==> src/rtl/fp_pkg.sv <==
// Shared definitions for the floating-point compare pipeline: default field
// widths, the compare-result encoding and the zero-detect helper.
package fp_pkg;

    localparam int DEF_EXP_W  = 4;
    localparam int DEF_FRAC_W = 8;
    // Wide enough for the largest legal {exp,frac} (11 + 52 bits).
    localparam int ZD_W       = 64;

    typedef enum logic [1:0] {
        GT = 2'd0,
        EQ = 2'd1,
        LT = 2'd2
    } cmp_res_t;

    function automatic logic is_zero(input logic [ZD_W-1:0] exp_frac);
        return exp_frac == '0;
    endfunction

endpackage

==> src/rtl/fp_mag_cmp.sv <==
// Unsigned magnitude compare of two concatenated {exp,frac} words.
module fp_mag_cmp #(
    parameter int W = 12
) (
    input  logic [W-1:0] a,
    input  logic [W-1:0] b,
    output logic         mag_gt,
    output logic         mag_eq
);

    assign mag_gt = (a > b);
    assign mag_eq = (a == b);

endmodule

==> src/rtl/fp_cmp_pipe.sv <==
// Two-stage sign/magnitude float comparator with saturating gt counter.
// Define FP_CMP_ZERO_EQ_EN to make +0 and -0 compare equal.
module fp_cmp_pipe
    import fp_pkg::*;
#(
    parameter int EXP_W  = DEF_EXP_W,
    parameter int FRAC_W = DEF_FRAC_W,
    parameter int CNT_W  = 16
) (
    input  logic              clk,
    input  logic              reset_n,
    input  logic              in_valid,
    output logic              in_ready,
    input  logic              sign1,
    input  logic              sign2,
    input  logic [EXP_W-1:0]  exp1,
    input  logic [EXP_W-1:0]  exp2,
    input  logic [FRAC_W-1:0] frac1,
    input  logic [FRAC_W-1:0] frac2,
    output logic              out_valid,
    input  logic              out_ready,
    output logic              gt,
    output logic              eq,
    output logic              lt,
    input  logic              cnt_clr,
    output logic [CNT_W-1:0]  gt_cnt
);

    localparam int MAG_W = EXP_W + FRAC_W;

    logic     mag_gt, mag_eq;
    logic     s1_valid, s1_sign1, s1_sign2, s1_mag_gt, s1_mag_eq;
    logic     s2_valid;
    logic     s1_ready, s2_ready;
    cmp_res_t s2_res, res_next;

    fp_mag_cmp #(.W(MAG_W)) u_mag (
        .a      ({exp1, frac1}),
        .b      ({exp2, frac2}),
        .mag_gt (mag_gt),
        .mag_eq (mag_eq)
    );

`ifdef FP_CMP_ZERO_EQ_EN
    logic s1_both_zero;
    logic both_zero_in;
    assign both_zero_in = is_zero(ZD_W'({exp1, frac1})) && is_zero(ZD_W'({exp2, frac2}));
`endif

    // Handshake: a stage moves on valid && ready; a stage is ready when empty
    // or when the stage after it is taking its contents this cycle.
    assign s2_ready = !s2_valid || out_ready;
    assign s1_ready = !s1_valid || s2_ready;
    assign in_ready = s1_ready;

    always_ff @(posedge clk or negedge reset_n) begin
        if (!reset_n) begin
            s1_valid <= 1'b0;
            s2_valid <= 1'b0;
        end else begin
            if (s1_ready) s1_valid <= in_valid;
            if (s2_ready) s2_valid <= s1_valid;
        end
    end

    always_ff @(posedge clk) begin
        if (in_valid && s1_ready) begin
            s1_sign1  <= sign1;
            s1_sign2  <= sign2;
            s1_mag_gt <= mag_gt;
            s1_mag_eq <= mag_eq;
`ifdef FP_CMP_ZERO_EQ_EN
            s1_both_zero <= both_zero_in;
`endif
        end
        if (s1_valid && s2_ready) s2_res <= res_next;
    end

    // For two negatives the larger magnitude is the smaller number.
    always_comb begin
        res_next = LT;
        if (s1_sign1 != s1_sign2) res_next = s1_sign1 ? LT : GT;
        else if (s1_mag_eq)       res_next = EQ;
        else if (s1_mag_gt)       res_next = s1_sign1 ? LT : GT;
        else                      res_next = s1_sign1 ? GT : LT;
`ifdef FP_CMP_ZERO_EQ_EN
        if (s1_both_zero) res_next = EQ;
`endif
    end

    assign out_valid = s2_valid;
    assign gt        = s2_valid && (s2_res == GT);
    assign eq        = s2_valid && (s2_res == EQ);
    assign lt        = s2_valid && (s2_res == LT);

    always_ff @(posedge clk or negedge reset_n) begin
        if (!reset_n) begin
            gt_cnt <= '0;
        end else if (cnt_clr) begin
            gt_cnt <= '0;
        end else if (out_valid && out_ready && gt && (gt_cnt != '1)) begin
            gt_cnt <= gt_cnt + CNT_W'(1);
        end
    end

endmodule

==> config.mk <==
export PLATFORM = sky130hd
export DESIGN_NAME = fp_cmp_pipe
export DESIGN_NICKNAME = d
export VERILOG_FILES = /design/src/rtl/fp_pkg.sv /design/src/rtl/fp_mag_cmp.sv /design/src/rtl/fp_cmp_pipe.sv
export SDC_FILE = /design/constraint.sdc
export NUM_CORES = 1
export LEC_CHECK = 0
export ABC_CLOCK_PERIOD_IN_PS = 2009
export BUFFER_PORTS_ARGS = -buffer_cell sky130_fd_sc_hd__buf_2
export CAP_MARGIN = 20
export CORE_ASPECT_RATIO = 0.8
export CORE_UTILIZATION = 50
export CTS_BUF_LIST = sky130_fd_sc_hd__clkbuf_16
export DETAILED_ROUTE_END_ITERATION = 10
export PLACE_DENSITY_LB_ADDON = 0.3
export SLEW_MARGIN = 0
export SYNTH_ARGS = -nofsm -noshare
export SYNTH_HDL_FRONTEND = slang
export SYNTH_SLANG_ARGS = --single-unit
==> constraint.sdc <==
create_clock -name clk -period 2.01 [get_ports clk]
set_input_delay 0.402 -clock clk [delete_from_list [all_inputs] [get_ports clk]]
set_output_delay 0.402 -clock clk [all_outputs]
set_load 0.01 [all_outputs]
==> impl_metrics.py, run 1 <==
metrics = {
    "yosys": {
        "synth-edff-count": 6,
        "synth_top_family_by_area": "simple AND/OR/NAND/NOR gates",
        "async_flop_share_pct": 75.00,
        "synth_xor_area_share_pct": 7.993,
        "yosysSeqAreaShare_pct": 41.11,
        "synth-seq-cells": 24,
        "yosysWarnings": 0,
        "synth_compound_area_share_pct": 8.564,
        "synthMuxAreaShare_pct": 0.6525,
        "synth_simple_gate_area_share_pct": 27.16,
        "synthFlopType": "dfrtp_1",
        "syn_inst": 160,
        "syn_nets": 204,
        "syn_area_sq_um": 1534,
        "syn_avg_cell_area_sq_um": 9.587,
        "synthAdderAreaFrac_pct": 10.60,
        "ys_types": 39,
    },
    "clock_network": {
        "post-cts-setup-buffers": 0,
        "cts_buffers": 3,
        "cts_max_path_buffers": 2,
        "cts_max_level": 1,
        "cts.sinks": 24,
        "postCtsResizedCells": 0,
        "hold_buffers": 0,
        "clkTransAtPathRegs_ns": 0.06,
        "insertion_delay_ns": 0.25,
        "root_buffer": "clkbuf_16",
        "cts_tree": "built",
    },
    "timing": {
        "timing_hold_violations_final": 0,
        "setup_ws_ns": 0.1705,
        "worstMarginPinSlew_ns": 0.4149,
        "slew_viol_final": 0,
        "rsz0062_at_grt": "false",
        "period_needed_ns": 1.840,
        "setup_viol": 0,
        "finalCritPeriodShare_pct": 91.52,
        "clock-skew-final_ns": 0.005155,
        "max_freq_ghz": 0.5436,
        "fin_setup_tns_ns": 0,
        "maxSlewHeadroom_pct": 71.62,
    },
    "global_routing": {
        "antenna_found_initial": 0,
        "grt_max_degree": 19,
        "grt_first_pass_wirelength_um": 5920,
        "first_global_vias": 1397,
        "busiest_layer": "met2",
        "gr-usage-all-layers_pct": 23.37,
        "met1_usage_pct": 27.32,
        "grtUsageMet3_pct": 5.044,
        "gr-total-overflow": 0,
        "use_met2_pct": 44.50,
    },
    "routing": {
        "vias": 1397,
        "drc_errors": 0,
        "drtIter0Drc": 65,
        "ant_nets": 0,
        "post_drt_wl_per_cell_um": 13.66,
        "first_pass_iters": 4,
        "vias_per_cell": 5.588,
        "wirelength_um": 3414,
    },
    "floorplanning": {
        "dieHeight_um": 51.54,
        "core_area_sq_um": 2829,
        "die_area_sq_um": 3295,
        "die_w_um": 63.93,
        "fp-row-count": 17,
        "top_level_ports": 52,
        "initial_core_util_pct": 54.22,
    },
    "cells_and_area": {
        "antenna_cells": 0,
        "nets": 257,
        "synthToLayoutAreaGrowth_pct": 24.14,
        "drive_above_1_share_pct": 28.30,
    },
    "power_and_ir_drop": {
        "finalPower_uw": 1102,
        "p_leak_uw": 0.0009635,
        "max-vdd-ir-drop_mv": 0.4469,
        "power.density_nw_per_um2": 578.6,
    },
    "critical_path": {
        "arrival_ns": 1.97,
        "crit_fanout": 7,
        "start_kind": "register",
        "cp-end-kind": "register",
        "crit_type": "reg -> reg",
        "worst-endpoint-required_ns": 2.14,
    },
    "placed_design": {
        "dp_slack_ns": 0.1017,
        "gp_congestion": 0.8875,
        "numPortBuffers": 51,
        "dp_hpwl_um": 2598,
    },
    "run_status": {
        "status": "complete, no violations",
    },
    "worst_hold_path": {
        "hold_class": "in -> async",
    },
    "job": {
        "maxCapViolCount": 0,
    },
}
sequential cells by signal (all words and copies together) (netlist names):
| signal | flops |
|---|---|
| s2_res | 2 |
| s1_mag_eq | 1 |
| out_valid | 1 |
| s1_sign1 | 1 |
| s1_mag_gt | 1 |
| s1_sign2 | 1 |
| gt_cnt | 16 |
| s1_valid | 1 |
Yosys cell counts (6+ instances only):
cell      instances  share of area (%)
nor2_1           21                5.1
dfrtp_1          18                 29
ha_1             13                 11
inv_1            12                2.9
nand3_1          10                3.3
xnor2_1           8                4.6
nand2_1           7                1.7
nand4_1           7                2.9
a21oi_1           6                2.0
and3_1            6                2.4
edfxtp_1          6                 12
xor2_1            6                3.4
final cells by class:
class / count / area [sq um]
clock buffer: 3 / 75.07
fill: 218 / 924.6
clock inverter: 1 / 3.754
tap: 38 / 47.55
sequential: 24 / 630.6
timing repair buffer: 51 / 255.2
inverter: 13 / 48.80
multi-input combinational: 120 / 843.3
report_power, final:
| group | leakage (uW) | switching [uW] | internal, uW |
|---|---|---|---|
| clock | 0.0000385 | 163 | 266 |
| sequential | 0.000303 | 11.1 | 517 |
| combinational | 0.000622 | 76.9 | 68.4 |
critical path: stages (launching register included):
cell and delay (ns):
dfrtp_1 0.42, or3b_4 0.46, inv_2 0.11, nand3_2 0.16, nor4_1 0.31, xnor2_1 0.20, nor2_1 0.07
placed cells by master (no fill, tap or decap), types with 3 or more instances in the layout:
cell type | netlist | routed
a211oi_1 | 3 | 3
a21oi_1 | 6 | 6
and2_1 | 4 | 4
and3_1 | 6 | 6
buf_2 | 0 | 51
clkbuf_16 | 0 | 3
dfrtp_1 | 18 | 18
edfxtp_1 | 6 | 6
ha_1 | 13 | 13
inv_1 | 12 | 12
nand2_1 | 7 | 7
nand3_1 | 10 | 10
nand4_1 | 7 | 7
nor2_1 | 21 | 21
o211ai_1 | 4 | 4
xnor2_1 | 8 | 8
xor2_1 | 6 | 6
stage by stage:
step / hold WS, ns / utilization, % / instances / area, sq um
after global routing: 0.1059 / 67.32 / 250 / 1904
final: 0.07913 / 67.32 / 250 / 1904
after detailed placement: 0.3653 / 64.53 / 246 / 1826
after CTS: 0.09309 / 67.32 / 250 / 1904
after floorplan: 0.1064 / - / 160 / 1534
after global placement: 0.3505 / 64.53 / 246 / 1826
per-layer routing:
layer,vias up,wire length (um)
li1,680,-
met1,657,1502
met2,54,1690
met3,6,177
met4,0,44
met5,-,0
cell families after synthesis:
| logic type | count (synthesis) |
|---|---|
| AO/OA/AOI/OAI | 19 |
| XOR/XNOR | 14 |
| adder cells (fa/ha/maj) | 13 |
| buffers and inverters | 16 |
| flip-flops | 24 |
| multiplexers | 1 |
| AND/OR/NAND/NOR | 73 |
path summary, 6_finish.rpt:
| kind | endpoint | depth (start not counted) | slack [ns] | from |
|---|---|---|---|---|
| max | gt_cnt[10] | 6 | 0.17 | out_valid |
| min | gt_cnt[3] | 1 | 0.08 | reset_n |
| min in group clk | s1_sign1 | 1 | 0.33 | sign1 |
| max in group asynchronous | gt_cnt[12] | 1 | 1.63 | reset_n |
| max reg2reg | gt_cnt[10] | 6 | 0.17 | out_valid |
| min reg2reg | out_valid | 1 | 0.49 | s1_valid |
(Power assumes the default switching activity.)
==> run 2: changes to the inputs <==
--- a/config.mk
+++ b/config.mk
@@ -13,6 +13,7 @@
 export CTS_BUF_LIST = sky130_fd_sc_hd__clkbuf_16
 export DETAILED_ROUTE_END_ITERATION = 10
 export PLACE_DENSITY_LB_ADDON = 0.3
+export RECOVER_POWER = 100
 export SLEW_MARGIN = 0
 export SYNTH_ARGS = -nofsm -noshare
 export SYNTH_HDL_FRONTEND = slang
==> run 2 against run 1 <==
Combinational power about the same. Worst hold slack improved by 0.22 ns. Critical path depth unchanged. Wire length increased by 0.59%. Via count increased by 0.64%. Sequential power about the same. Register-to-register slack about the same. Clock-buffer cell count unchanged. Global-route usage unchanged. Critical path type unchanged.
==> impl_metrics.py, run 2 (synthesis gave the netlist of run 1 again) <==
metrics = {
    "cells_and_area": {
        "final_cell_mix": "buf_2, clkbuf_1, nor2_1",
        "fin_area_sq_um": 1872,
        "synthToLayoutAreaGrowth_pct": 22.02,
        "largest_register_ff_count": 16,
        "nets": 257,
        "antenna_cells": 0,
        "reg_top3": "gt_cnt: 16 flops, s2_res: 2 flops",
        "drive_above_1_share_pct": 17.45,
        "largest-register": "gt_cnt",
        "final_common_cell": "buf_2",
    },
    "global_routing": {
        "antenna_found_initial": 0,
        "gr-usage-all-layers_pct": 23.37,
        "grt_max_degree": 19,
        "grt_first_pass_wirelength_um": 5920,
        "gr-total-overflow": 0,
        "first_global_vias": 1397,
    },
    "critical_path": {
        "r2r_slack_ns": 0.17,
        "rr_worst_depth": 6,
        "crit_type": "reg -> reg",
        "worst-endpoint-required_ns": 2.14,
        "crit_fanout": 7,
        "critical-path-top-delay-family": "simple AND/OR/NAND/NOR gates",
        "start_kind": "register",
        "critical-path-max-stage-delay_ns": 0.46,
        "cp.depth": 6,
        "slowest_stage": "or3b_4",
        "crit_chain": "or3b_4, inv_2, nand3_2, nor4_1, xnor2_1, nor2_1",
        "crit_buf_inv": 1,
        "cp-end-kind": "register",
        "arrival_ns": 1.98,
    },
    "timing": {
        "clock-skew-final_ns": 0.005343,
        "worstMarginPinSlew_ns": 1.023,
        "max_freq_ghz": 0.5420,
        "maxSlewHeadroom_pct": 31.78,
        "fin_setup_tns_ns": 0,
        "setup_viol": 0,
        "slew_viol_final": 0,
        "period_needed_ns": 1.845,
        "finalCritPeriodShare_pct": 91.79,
        "rsz0062_at_grt": "false",
        "timing_hold_violations_final": 0,
    },
    "run_status": {
        "status": "complete, no violations",
    },
    "routing": {
        "vias_per_cell": 5.624,
        "drtIter0Drc": 78,
        "first_pass_iters": 4,
        "drc_errors": 0,
        "wirelength_um": 3434,
        "vias": 1406,
        "post_drt_wl_per_cell_um": 13.74,
        "ant_nets": 0,
    },
    "power_and_ir_drop": {
        "power.density_nw_per_um2": 587.7,
        "p_leak_uw": 0.0008728,
        "max-vdd-ir-drop_mv": 0.4485,
    },
    "placed_design": {
        "dp_hpwl_um": 2598,
        "numPortBuffers": 51,
        "placed_area_sq_um": 1826,
        "gp_congestion": 0.8875,
    },
    "job": {
        "maxCapViolCount": 0,
    },
    "clock_network": {
        "root_buffer": "clkbuf_16",
        "postCtsResizedCells": 0,
        "cts_max_path_buffers": 2,
        "hold_buffers": 0,
        "cts_buffers": 3,
        "insertion_delay_ns": 0.25,
        "cts_max_level": 1,
        "post-cts-setup-buffers": 0,
        "clkTransAtPathRegs_ns": 0.06,
        "cts.sinks": 24,
        "cts_tree": "built",
    },
    "floorplanning": {
        "die_w_um": 63.93,
        "dieHeight_um": 51.54,
        "die_area_sq_um": 3295,
        "core_area_sq_um": 2829,
        "fp-row-count": 17,
        "initial_core_util_pct": 54.22,
        "top_level_ports": 52,
    },
    "worst_hold_path": {
        "hold_class": "in -> async",
    },
}
==> run 2: changes by cell type in the layout (fill, tap and decap cells not counted), sizes merged <==
| cell | delta |
|---|---|
| clkbuf | +22 |
| buf | -22 |
==> run 2: path summary, 6_finish.rpt <==
kind | startpoint | endpoint
max in group asynchronous | reset_n | gt_cnt[12]
hold reg to reg | s1_valid | out_valid
setup reg to reg | out_valid | gt_cnt[10]
min in group clk | sign1 | s1_sign1
setup / recovery | out_valid | gt_cnt[10]
hold / removal | reset_n | gt_cnt[3]
==> run 2: per-layer routing <==
layer,track usage [%],vias to the layer above,share of wire [%]
li1,-,676,-
met1,27.32,669,44
met2,44.50,55,49
met3,5.044,6,5.7
met4,4.167,0,1.2
met5,0,-,0
==> run 2: cell type report <==
| cell class | count | area [sq um] |
|---|---|---|
| inverters | 13 | 48.80 |
| well taps | 38 | 47.55 |
| clock buffers | 3 | 75.07 |
| clock inverters | 1 | 3.754 |
| repair buffers | 51 | 227.7 |
| flip-flops and latches | 24 | 630.6 |
| multi-input cells | 120 | 838.3 |
| fillers | 228 | 957.2 |
==> run 2: through the flow <==
stage          hold slack (ns)  cells  utilization [%]  power (uW)  setup WS (ns)
2_1_floorplan           0.1064    160                -       617.0         0.3027
6_report                0.3004    250            66.17        1100         0.1651
3_5_place_dp            0.3653    246            64.53       683.4         0.1017
5_1_grt                 0.3258    250            66.17        1148        0.02087
4_1_cts                0.09309    250            67.32        1112         0.1813
3_3_place_gp            0.3505    246            64.53       672.9         0.1721
==> run 2: worst register-to-register path: cells and delay by family, from the launching register on <==
family,cells,cell delay (ns)
xor gates and xnor gates,1,0.20
buffers and inverters,1,0.11
DFF,1,0.42
and+or+nand+nor,4,1.00
==> run 2: power breakdown <==
| part | total (uW) | switching [uW] | internal [uW] |
|---|---|---|---|
| Combinational | 142 | 77.4 | 64.9 |
| Clock | 429 | 164 | 266 |
| Sequential | 529 | 11.2 | 517 |
| Total | 1100 | 252 | 848 |
